[src/rtl/axi4_pkg.sv]
// axi4_pkg: definitions shared by the transaction scheduler and its arbiter.
//   BURST_INCR / BURST_WRAP : AXI burst encodings accepted by the scheduler
//   burst_legal()           : true for the two burst types the master supports
//   sched_state_t           : scheduler FSM states
package axi4_pkg;

  localparam logic [1:0] BURST_INCR = 2'b01;
  localparam logic [1:0] BURST_WRAP = 2'b10;

  typedef enum logic [1:0] {
    ST_IDLE,
    ST_ISSUE,
    ST_WAIT,
    ST_DONE
  } sched_state_t;

  // FIXED (2'b00) and the reserved encoding (2'b11) are rejected.
  function automatic logic burst_legal(input logic [1:0] burst);
    return (burst == BURST_INCR) || (burst == BURST_WRAP);
  endfunction

endpackage

[src/rtl/rr_arbiter.sv]
// rr_arbiter: purely combinational round-robin pick.
//   req_valid    in  NUM_REQ : pending requests
//   rr_ptr       in  IDX_W   : highest-priority requester this round
//   grant_onehot out NUM_REQ : one-hot grant (all zero when nothing pending)
//   grant_idx    out IDX_W   : index of the granted requester
//   grant_any    out 1       : at least one request is pending
module rr_arbiter #(
  parameter int NUM_REQ = 4,
  parameter int IDX_W   = $clog2(NUM_REQ)
) (
  input  logic [NUM_REQ-1:0] req_valid,
  input  logic [IDX_W-1:0]   rr_ptr,
  output logic [NUM_REQ-1:0] grant_onehot,
  output logic [IDX_W-1:0]   grant_idx,
  output logic               grant_any
);

  // One extra bit so rr_ptr + offset cannot overflow before the explicit
  // modulo, which keeps non-power-of-two NUM_REQ correct.
  logic [IDX_W:0] cand;

  // Walk offsets from farthest to nearest so the nearest valid requester
  // (first at or after rr_ptr, with wrap) is the last one written.
  always_comb begin
    grant_idx = '0;
    grant_any = 1'b0;
    cand      = '0;
    for (int k = NUM_REQ - 1; k >= 0; k--) begin
      cand = {1'b0, rr_ptr} + (IDX_W + 1)'(k);
      if (cand >= (IDX_W + 1)'(NUM_REQ)) begin
        cand = cand - (IDX_W + 1)'(NUM_REQ);
      end
      if (req_valid[cand[IDX_W-1:0]]) begin
        grant_idx = cand[IDX_W-1:0];
        grant_any = 1'b1;
      end
    end
  end

  for (genvar gi = 0; gi < NUM_REQ; gi++) begin : g_onehot
    assign grant_onehot[gi] = grant_any && (grant_idx == IDX_W'(gi));
  end

endmodule

[src/rtl/axi4_txn_scheduler.sv]
// axi4_txn_scheduler: round-robin sharing of a single-transaction AXI4 master.
//   clk, rst_n                  : clock, synchronous active-low reset
//   req_valid/addr/burst/rw     : packed per-requester burst requests
//   req_ready                   : one-hot accept strobe (IDLE only)
//   m_start/addr/burst_type/rw  : control port of the AXI4 master FSM
//   mon_b*, mon_r*              : monitored B / R handshakes for completion
//   done_valid/id/err           : one-cycle completion report to the winner
//   busy                        : a transaction is in flight
//   hung                        : sticky timeout indicator
module axi4_txn_scheduler
  import axi4_pkg::*;
#(
  parameter int NUM_REQ        = 4,
  parameter int ADDR_WIDTH     = 32,
  parameter int TIMEOUT_CYCLES = 1024
) (
  input  logic                          clk,
  input  logic                          rst_n,
  input  logic [NUM_REQ-1:0]            req_valid,
  input  logic [NUM_REQ*ADDR_WIDTH-1:0] req_addr,
  input  logic [NUM_REQ*2-1:0]          req_burst,
  input  logic [NUM_REQ-1:0]            req_rw,
  output logic [NUM_REQ-1:0]            req_ready,
  output logic                          m_start,
  output logic [ADDR_WIDTH-1:0]         m_addr,
  output logic [1:0]                    m_burst_type,
  output logic                          m_rw,
  input  logic                          mon_bvalid,
  input  logic                          mon_bready,
  input  logic                          mon_rvalid,
  input  logic                          mon_rready,
  input  logic                          mon_rlast,
  output logic                          done_valid,
  output logic [$clog2(NUM_REQ)-1:0]    done_id,
  output logic                          done_err,
  output logic                          busy,
  output logic                          hung
);

  localparam int IDX_W = $clog2(NUM_REQ);
  localparam int CNT_W = $clog2(TIMEOUT_CYCLES);
  localparam logic [CNT_W-1:0] CNT_LAST = CNT_W'(TIMEOUT_CYCLES - 1);
  localparam logic [IDX_W-1:0] IDX_LAST = IDX_W'(NUM_REQ - 1);

  sched_state_t          state_q, state_d;
  logic [IDX_W-1:0]      rr_ptr_q, rr_ptr_d;
  logic [IDX_W-1:0]      gnt_id_q, gnt_id_d;
  logic [ADDR_WIDTH-1:0] addr_q, addr_d;
  logic [1:0]            burst_q, burst_d;
  logic                  rw_q, rw_d;
  logic                  err_q, err_d;
  logic [CNT_W-1:0]      cnt_q, cnt_d;
  logic                  hung_q, hung_d;

  logic [NUM_REQ-1:0]    grant_onehot;
  logic [IDX_W-1:0]      grant_idx;
  logic                  grant_any;
  logic                  complete;

  logic [ADDR_WIDTH-1:0] addr_arr  [NUM_REQ];
  logic [1:0]            burst_arr [NUM_REQ];

  for (genvar gi = 0; gi < NUM_REQ; gi++) begin : g_unpack
    assign addr_arr[gi]  = req_addr[gi*ADDR_WIDTH +: ADDR_WIDTH];
    assign burst_arr[gi] = req_burst[gi*2 +: 2];
  end

  rr_arbiter #(
    .NUM_REQ (NUM_REQ),
    .IDX_W   (IDX_W)
  ) u_arb (
    .req_valid    (req_valid),
    .rr_ptr       (rr_ptr_q),
    .grant_onehot (grant_onehot),
    .grant_idx    (grant_idx),
    .grant_any    (grant_any)
  );

  // Only the handshake matching the latched direction can end a burst.
  assign complete = rw_q ? (mon_rvalid && mon_rready && mon_rlast)
                         : (mon_bvalid && mon_bready);

  always_comb begin
    state_d    = state_q;
    rr_ptr_d   = rr_ptr_q;
    gnt_id_d   = gnt_id_q;
    addr_d     = addr_q;
    burst_d    = burst_q;
    rw_d       = rw_q;
    err_d      = err_q;
    cnt_d      = cnt_q;
    hung_d     = hung_q;
    req_ready  = '0;
    m_start    = 1'b0;
    done_valid = 1'b0;
    case (state_q)
      ST_IDLE: begin
        if (grant_any) begin
          req_ready = grant_onehot;
          gnt_id_d  = grant_idx;
          addr_d    = addr_arr[grant_idx];
          burst_d   = burst_arr[grant_idx];
          rw_d      = req_rw[grant_idx];
          rr_ptr_d  = (grant_idx == IDX_LAST) ? '0 : grant_idx + 1'b1;
          if (burst_legal(burst_arr[grant_idx])) begin
            err_d   = 1'b0;
            state_d = ST_ISSUE;
          end else begin
            // Illegal burst never reaches the master.
            err_d   = 1'b1;
            state_d = ST_DONE;
          end
        end
      end
      ST_ISSUE: begin
        m_start = 1'b1;
        cnt_d   = '0;
        state_d = ST_WAIT;
      end
      ST_WAIT: begin
        // Completion is tested first so it wins over a same-cycle timeout.
        if (complete) begin
          err_d   = 1'b0;
          state_d = ST_DONE;
        end else if (cnt_q == CNT_LAST) begin
          err_d   = 1'b1;
          hung_d  = 1'b1;
          state_d = ST_DONE;
        end else begin
          cnt_d = cnt_q + 1'b1;
        end
      end
      ST_DONE: begin
        done_valid = 1'b1;
        state_d    = ST_IDLE;
      end
      default: state_d = ST_IDLE;
    endcase
  end

  always_ff @(posedge clk) begin
    if (!rst_n) begin
      state_q  <= ST_IDLE;
      rr_ptr_q <= '0;
      gnt_id_q <= '0;
      addr_q   <= '0;
      burst_q  <= '0;
      rw_q     <= 1'b0;
      err_q    <= 1'b0;
      cnt_q    <= '0;
      hung_q   <= 1'b0;
    end else begin
      state_q  <= state_d;
      rr_ptr_q <= rr_ptr_d;
      gnt_id_q <= gnt_id_d;
      addr_q   <= addr_d;
      burst_q  <= burst_d;
      rw_q     <= rw_d;
      err_q    <= err_d;
      cnt_q    <= cnt_d;
      hung_q   <= hung_d;
    end
  end

  assign m_addr       = addr_q;
  assign m_burst_type = burst_q;
  assign m_rw         = rw_q;
  assign done_id      = gnt_id_q;
  assign done_err     = done_valid && err_q;
  assign busy         = (state_q != ST_IDLE);
  assign hung         = hung_q;

endmodule

[config.mk]
export PLATFORM = sky130hd
export DESIGN_NAME = axi4_txn_scheduler
export DESIGN_NICKNAME = d
export VERILOG_FILES = /design/src/rtl/axi4_pkg.sv /design/src/rtl/rr_arbiter.sv /design/src/rtl/axi4_txn_scheduler.sv
export SDC_FILE = /design/constraint.sdc
export NUM_CORES = 1
export LEC_CHECK = 0
export ABC_CLOCK_PERIOD_IN_PS = 2700
export BUFFER_PORTS_ARGS = -buffer_cell sky130_fd_sc_hd__buf_2
export CAP_MARGIN = 20
export CORE_UTILIZATION = 45
export DETAILED_ROUTE_END_ITERATION = 8
export MAX_ROUTING_LAYER = met4
export PLACE_DENSITY_LB_ADDON = 0.12
export SLEW_MARGIN = 30
export SYNTH_ARGS = -nofsm -noshare
export SYNTH_HDL_FRONTEND = slang
export SYNTH_HIERARCHICAL = 1
export SYNTH_SLANG_ARGS = --single-unit
[constraint.sdc]
create_clock -name clk -period 2.7 [get_ports clk]
set_input_delay 0.675 -clock clk [delete_from_list [all_inputs] [get_ports clk]]
set_output_delay 0.675 -clock clk [all_outputs]
set_load 0.03 [all_outputs]
# After elaboration in Yosys (flattened, before gate mapping)
# Index checks and enable logic that the tools add are counted.
[op_classes]
bitwise_logic = 2
addsub = 9
n_eq_ne = 13
reduce_logical = 19
order_cmp = 10
n_mux = 47
[op_table]
columns = ["cell", "count"]
rows = [
  ["binary-select mux 32 bit (select 2 bit)", 1],
  ["2-to-1 mux 32 bit", 2],
  ["2-to-1 mux 2 bit", 15],
  ["2-to-1 mux 10 bit", 2],
  ["one-hot mux 10 bit (2 select lines)", 1],
  ["2-to-1 mux 1 bit", 16],
  ["< comparator 2 x 3 -> 1 bit, second input constant", 5],
  ["greater-or-equal comparator 3 bit, second input constant", 4],
  ["adder 10 x 1 -> 10 bit, second input constant", 1],
  ["binary-select mux 1 bit (select 2 bit)", 5],
  ["equality test 10 bit, second input constant", 1],
  ["equality test 2 bit, second input constant", 5],
  ["AND reduction 3 bit", 3],
  ["logical AND 1 bit", 8],
  ["2-to-1 mux 4 bit", 2],
  ["one-hot mux 2 bit (4 select lines)", 1],
  ["subtractor 2 x 1 -> 2 bit, second input constant", 4],
  ["adder 2 x 2 -> 3 bit, second input constant", 2],
  ["equality test 2 x 1 -> 1 bit, second input constant", 3],
  ["nonzero test 2 bit", 3],
  ["binary-select mux 2 bit (select 2 bit)", 1],
  ["logical NOT 2 bit", 2],
  ["!= test 2 bit, second input constant", 2],
  ["AND reduction 2 bit", 2],
  ["9 further kinds", 9],
]
[totals]
ff_bits = 53
out_inout_bits = 46
elab_cells = 109
inputBits = 151

# Depth between registers and ports, before layout
[depth]
depth_word = 18
depth_mapped = 9
ltp_nobuf = 7

# Modules after synthesis
# The synthesis kept the hierarchy.
[by_module_without_submodules]
columns = ["mod", "cells_each", "instances", "area_each_um2", "seq_area_each_um2"]
rows = [
  ["axi4_txn_scheduler", 335, 1, 3216.8, 1061.0],
  ["rr_arbiter", 33, 1, 211.5, 0.0],
]

# Worst setup path before layout
# No wires, ideal clock.
[synth_path]
path_kind = "input to register"
startpoint = "input req_valid[0]"
endpoint = "register addr_q[1], in the netlist m_addr[1]"
t_arrival_ns = 2.323
setup_ns = 0.132
stages = 9
required_ns = 2.568
n_path_buf = 3
path_slack_ns = 0.244
path_cell_list = "buf_4 > a21boi_0 > o22ai_1 > a31oi_1 > buf_4 > buf_6 > mux4_2 > nand2_1 > a21oi_1"
[synth_between]
elab_chain_len = 10
word_cells_on_any_way = 21
classes_between = "mux (19); bitwise (1); reduce/logical (1)"
[synth_rtl]
columns = ["item", "line", "rtl"]
rows = [
  ["from (decl)", "axi4_txn_scheduler.sv:19", "input logic [NUM_REQ-1:0] req_valid,"],
  ["binary-select mux 1 bit (select 2 bit)", "rr_arbiter.sv:33", "if (req_valid[cand[IDX_W-1:0]]) begin"],
  ["2-to-1 mux 1 bit (not written as such)", "rr_arbiter.sv:33", ""],
  ["2-to-1 mux 2 bit (3 in series)", "rr_arbiter.sv:33", ""],
  ["2-to-1 mux 2 bit (*)", "rr_arbiter.sv:33", ""],
  ["net grant_idx[0]", "axi4_txn_scheduler.sv:56", "logic [IDX_W-1:0] grant_idx;"],
  ["NOT 2 -> 3 bit (not written as such) (*)", "axi4_txn_scheduler.sv:101", "addr_d = addr_arr[grant_idx];"],
  ["binary-select mux 32 bit (select 2 bit) (*)", "axi4_txn_scheduler.sv:101", ""],
  ["2-to-1 mux 32 bit (not written as such) (*) (2 in series)", "axi4_txn_scheduler.sv:101", ""],
  ["to (signal assigned)", "axi4_txn_scheduler.sv:156", "addr_q <= addr_d;"],
  ["to (decl)", "axi4_txn_scheduler.sv:48", "logic [ADDR_WIDTH-1:0] addr_q, addr_d;"],
]
# Mark *: on every way through the listed nets, which the timed path passes. The rest lies on a longest branch. The select of a mux whose other input is x is not followed.
# A chain may end at the register's enable or synchronous reset.

# Worst setup path after layout
[layout_path]
startpoint = "register rr_ptr_q[1]"
endpoint = "output req_ready[3]"
[layout_between]
elab_chain_len = 13
word_cells_on_any_way = 35
classes_between = "add/sub (7); order compare (4); eq/ne (1); mux (22); reduce/logical (1)"
[layout_rtl]
columns = ["item", "line", "rtl"]
rows = [
  ["from (decl)", "axi4_txn_scheduler.sv:46", "logic [IDX_W-1:0] rr_ptr_q, rr_ptr_d;"],
  ["from (signal assigned)", "axi4_txn_scheduler.sv:154", "rr_ptr_q <= rr_ptr_d;"],
  ["adder 2 x 2 -> 3 bit", "rr_arbiter.sv:29", "cand = {1'b0, rr_ptr} + (IDX_W + 1)'(k);"],
  ["greater-or-equal comparator 3 bit or subtractor 2 x 1 -> 2 bit (tied branches)", "rr_arbiter.sv:30, rr_arbiter.sv:31", ""],
  ["2-to-1 mux 2 bit", "rr_arbiter.sv:30", "if (cand >= (IDX_W + 1)'(NUM_REQ)) begin"],
  ["binary-select mux 1 bit (select 2 bit)", "rr_arbiter.sv:33", ""],
  ["2-to-1 mux 1 bit (not written as such)", "rr_arbiter.sv:33", ""],
  ["2-to-1 mux 2 bit (4 in series)", "rr_arbiter.sv:33", ""],
  ["equality test 2 bit", "rr_arbiter.sv:41", "assign grant_onehot[gi] = grant_any && (grant_idx == IDX_W'(gi));"],
  ["logical AND 1 bit (*)", "rr_arbiter.sv:41", ""],
  ["net grant_onehot[3]", "axi4_txn_scheduler.sv:55", "logic [NUM_REQ-1:0] grant_onehot;"],
  ["2-to-1 mux 4 bit (*)", "axi4_txn_scheduler.sv:98", "if (grant_any) begin"],
  ["2-to-1 mux 4 bit (*)", "axi4_txn_scheduler.sv:96", "case (state_q)"],
  ["to (decl)", "axi4_txn_scheduler.sv:23", "output logic [NUM_REQ-1:0] req_ready,"],
]
# Marks and branches as above.

==> summary.md <==
| Metric | Value |
|---|---|
| Initial antenna violation count | 0 |
| Max Clock Skew | 0.00882 ns |
| Buffers on Ports | ~200 |
| DR vias | ~3,500 |
| WL/cell | about 15 um |
| Top cell type's share of synthesized area | 0.309 |
| Layout cells sized above 1 | 0.470 |
| Fillers | approximately 670 |
| Sw Share | 0.457 |
| Status | finished, final reports clean |
| First-pass GRT wire length | around 15,000 um |
| Switching power | roughly 1.8 mW |
| Gate power share | 0.597 |
| CTS resizes | 0 |
| CP Class | reg2out |
| Diode count | 0 |
| Arr. time, crit path | 1.72 ns |
| Full die area | between 0.007 and 0.008 mm^2 |
| Later-pin clock latency in the skew report | around 0.3 ns |
| Worst hold path class | reg2reg |
| 1st-iter DRT viols | around 130 |
| Final period utilization | 0.887 |
| Vias in the first global route | 3,194 |
| Router iterations before antenna repair | 4 |
| Final hold viol count | 0 |
| Die H | 89.3 um |
| Finished Core Util | 0.625 |
| Sequential share of the synthesized area | 0.309 |
| Synth warnings | 6 |
| Worst EP required | roughly 2 ns |
| Post-synth EDFFs | 0 |
| CTS tree | done |
| ANT nets after route | 0 |
| Gp weighted congestion | ~0.9 |
| Async S/R FF share, synth | 0 |
| Max-cap violations | 0 |
| Ys flop type | dfxtp_1 |
| CTS H-Tree Depth | 2 |
| Root Buffer | clkbuf_8 |
| Setup crit start kind | flip-flop |
| Io pins | about 200 |
| Final nets | about 710 |
| Relative slew slack | 0.629 |
| CP max stage cell | dfxtp_1 |
| Synth Net Count | between 500 and 600 |
| Pleak | 2.06 nW |
| Slowest cell delay on critical path | approximately 0.55 ns |
| Post-CTS setup buffer count | 0 |
| Worst-path clk slew | 0.09 ns |
| Synth area leader | dfxtp_1 |
| P_int | 2.14 mW |
| Synth Cell Area | 0.00343 mm^2 |
| CORE AREA | between 0.007 and 0.008 mm^2 |
| FMAX | approximately 420 MHz |
| Seq pwr share | 0.292 |
| Slew @ Worst Pin | about 0.56 ns |
| Worst setup EP type | primary output |
| Power Dens Cells | between 800 and 900 mW/mm^2 |
| Buf/Inv on CP | 2 |
| RSZ-0062 raised after global routing | no |
| Largest net degree at the start of global routing | 50 |
| Synth Instances | about 370 |
| Synth Register Bits | 53 |
| Post-DP HPWL | around 7600 um |
| CP max FO | 12 |
| Area added between synthesis and finish | 32.9% |
| Total grt overflow | 0 |
| Wirelength, routed | about 9800 um |
| Delay-heaviest family, CP | flip-flops |
| Number of library cell types mapped by synthesis | slightly above 50 |
| Peak supply drop | roughly 0.33 mV |
| Site row count | 31 |
| Crit path time final | roughly 2.4 ns |
| Clk pwr share | 0.111 |
| Detailed-route vias per instance | about 5.4 |
| Count of final setup violators | 0 |
| Synth top area cells | dfxtp_1 (31%), mux4_2 (24%), nand2_1 (9.3%) |
| CTS Buffer Depth | 2 |
| CTS Hold Bufs | 0 |
| Max-slew violations | 0 |
| CTS buffer count | 5 |
| Setup TNS | 0 ns |
| Avg Synthesized Cell Area | 9.32 um^2 |
| Gr usage total | 0.253 |
| Drt drc | 0 |
| Clock net sink count | 53 |
| Starting Density | 0.470 |
| CP cell instances | inv_1, a21oi_1, o221a_2, and3_1, buf_2 |
| Die width | between 80 and 90 um |
-- cells in the final DEF (no fill, tap or decap), types with 6 or more instances in the layout --
| cell type | n |
|---|---|
| buf_2 | 196 |
| nand2_1 | 85 |
| nand3_1 | 10 |
| dfxtp_1 | 53 |
| inv_1 | 10 |
| buf_4 | 6 |
| mux4_2 | 36 |
| nor2_1 | 10 |
| ha_1 | 7 |
| a21oi_1 | 50 |
-- per-stage QoR --
stage / cell area, um^2 / instances / hold slack (ns) / power, mW / setup WS, ns
floorplan: 3430 / 368 / 0.438 / 2.91 / 0.244
CTS: 4560 / 650 / 0.457 / 3.97 / 0.305
detailed placement: 4480 / 642 / 0.444 / 3.53 / 0.137
finish: 4560 / 650 / 0.457 / 3.94 / 0.306
global placement: 4480 / 642 / 0.440 / 3.50 / 0.180
global route: 4560 / 650 / 0.472 / 4.23 / 0.197
-- kinds of logic after synthesis --
family / synth area share
buffers and inverters: 0.0653
and+or+nand+nor: 0.190
AOI/OAI and AO/OA: 0.151
muxes: 0.248
DFF: 0.309
xor gates and xnor gates: 0.0102
adders and majority gates: 0.0255
-- worst min-delay path: stages, from the launching register on --
cell and delay, ns:
dfxtp_1 0.32, nand2_1 0.05, a21oi_1 0.05
-- metal layers --
| metal | track usage | vias up | wire [um] | share of wire |
|---|---|---|---|---|
| met1 | 0.317 | 1630 | 4120 | 0.42 |
| met3 | 0.0388 | 13 | 533 | 0.055 |
| met2 | 0.421 | 132 | 4960 | 0.51 |
| met4 | 0.0808 | 0 | 156 | 0.016 |
| li1 | - | 1713 | - | - |
| met5 | - | - | 0 | 0 |
-- cell usage after synthesis (2+ instances only) --
cell type  count
buf_6          5
o21ai_1        3
clkbuf_1       8
nor2_1        10
buf_4          4
or3_1          5
inv_1         11
xnor2_1        4
buf_2         11
nor2b_1        2
a31oi_1        4
o21a_1         2
nand3_1       10
o221a_2        2
mux2i_1        4
and4_1         2
o21ai_2        2
dfxtp_1       53
o211ai_1       4
a21boi_0       2
a21oi_1       50
mux4_2        36
and2_1         3
o311ai_1       2
nor3_1         4
nand2_1       85
o21ai_0        2
buf_1          2
ha_1           7
and3_1         5
nand4_1        4
-- worst paths after layout --
kind,startpoint,to,slack [ns],cells after the start
worst max-delay path,rr_ptr_q[1]$_SDFFE_PN0P_,req_ready[3],0.31,5
worst min-delay path,m_addr[7]$_SDFFE_PN0P_,m_addr[7]$_SDFFE_PN0P_,0.46,2
worst max register to register,rr_ptr_q[1]$_SDFFE_PN0P_,err_q$_SDFFE_PN0P_,0.41,7
worst min register to register,m_addr[7]$_SDFFE_PN0P_,m_addr[7]$_SDFFE_PN0P_,0.46,2
-- cell type report --
class	instances	area, um^2	area share
Multi-Input combinational cell	273	2160	0.474
Clock buffer	8	80.1	0.0176
Tap cell	99	124	0.0272
Sequential cell	53	1060	0.233
Timing Repair Buffer	205	1090	0.238
Inverter	12	45.0	0.00989
-- power groups by stage --
stage / combinational, mW / sequential (mW) / clock [mW]
global route: 2.57 / 1.18 / 0.480
global placement: 2.34 / 1.16 / 0
detailed placement: 2.37 / 1.16 / 0
CTS: 2.37 / 1.15 / 0.448
finish: 2.35 / 1.15 / 0.436
floorplan: 1.40 / 1.50 / 0
-- sequential cells by signal (all words and copies together) (netlist names) --
register	flops
m_addr	32
cnt_q	10
done_id	2
m_burst_type	2
rr_ptr_q	2
state_q	2
err_q	1
hung	1
m_rw	1
Note: power is estimated with default switching activity, not from simulation.
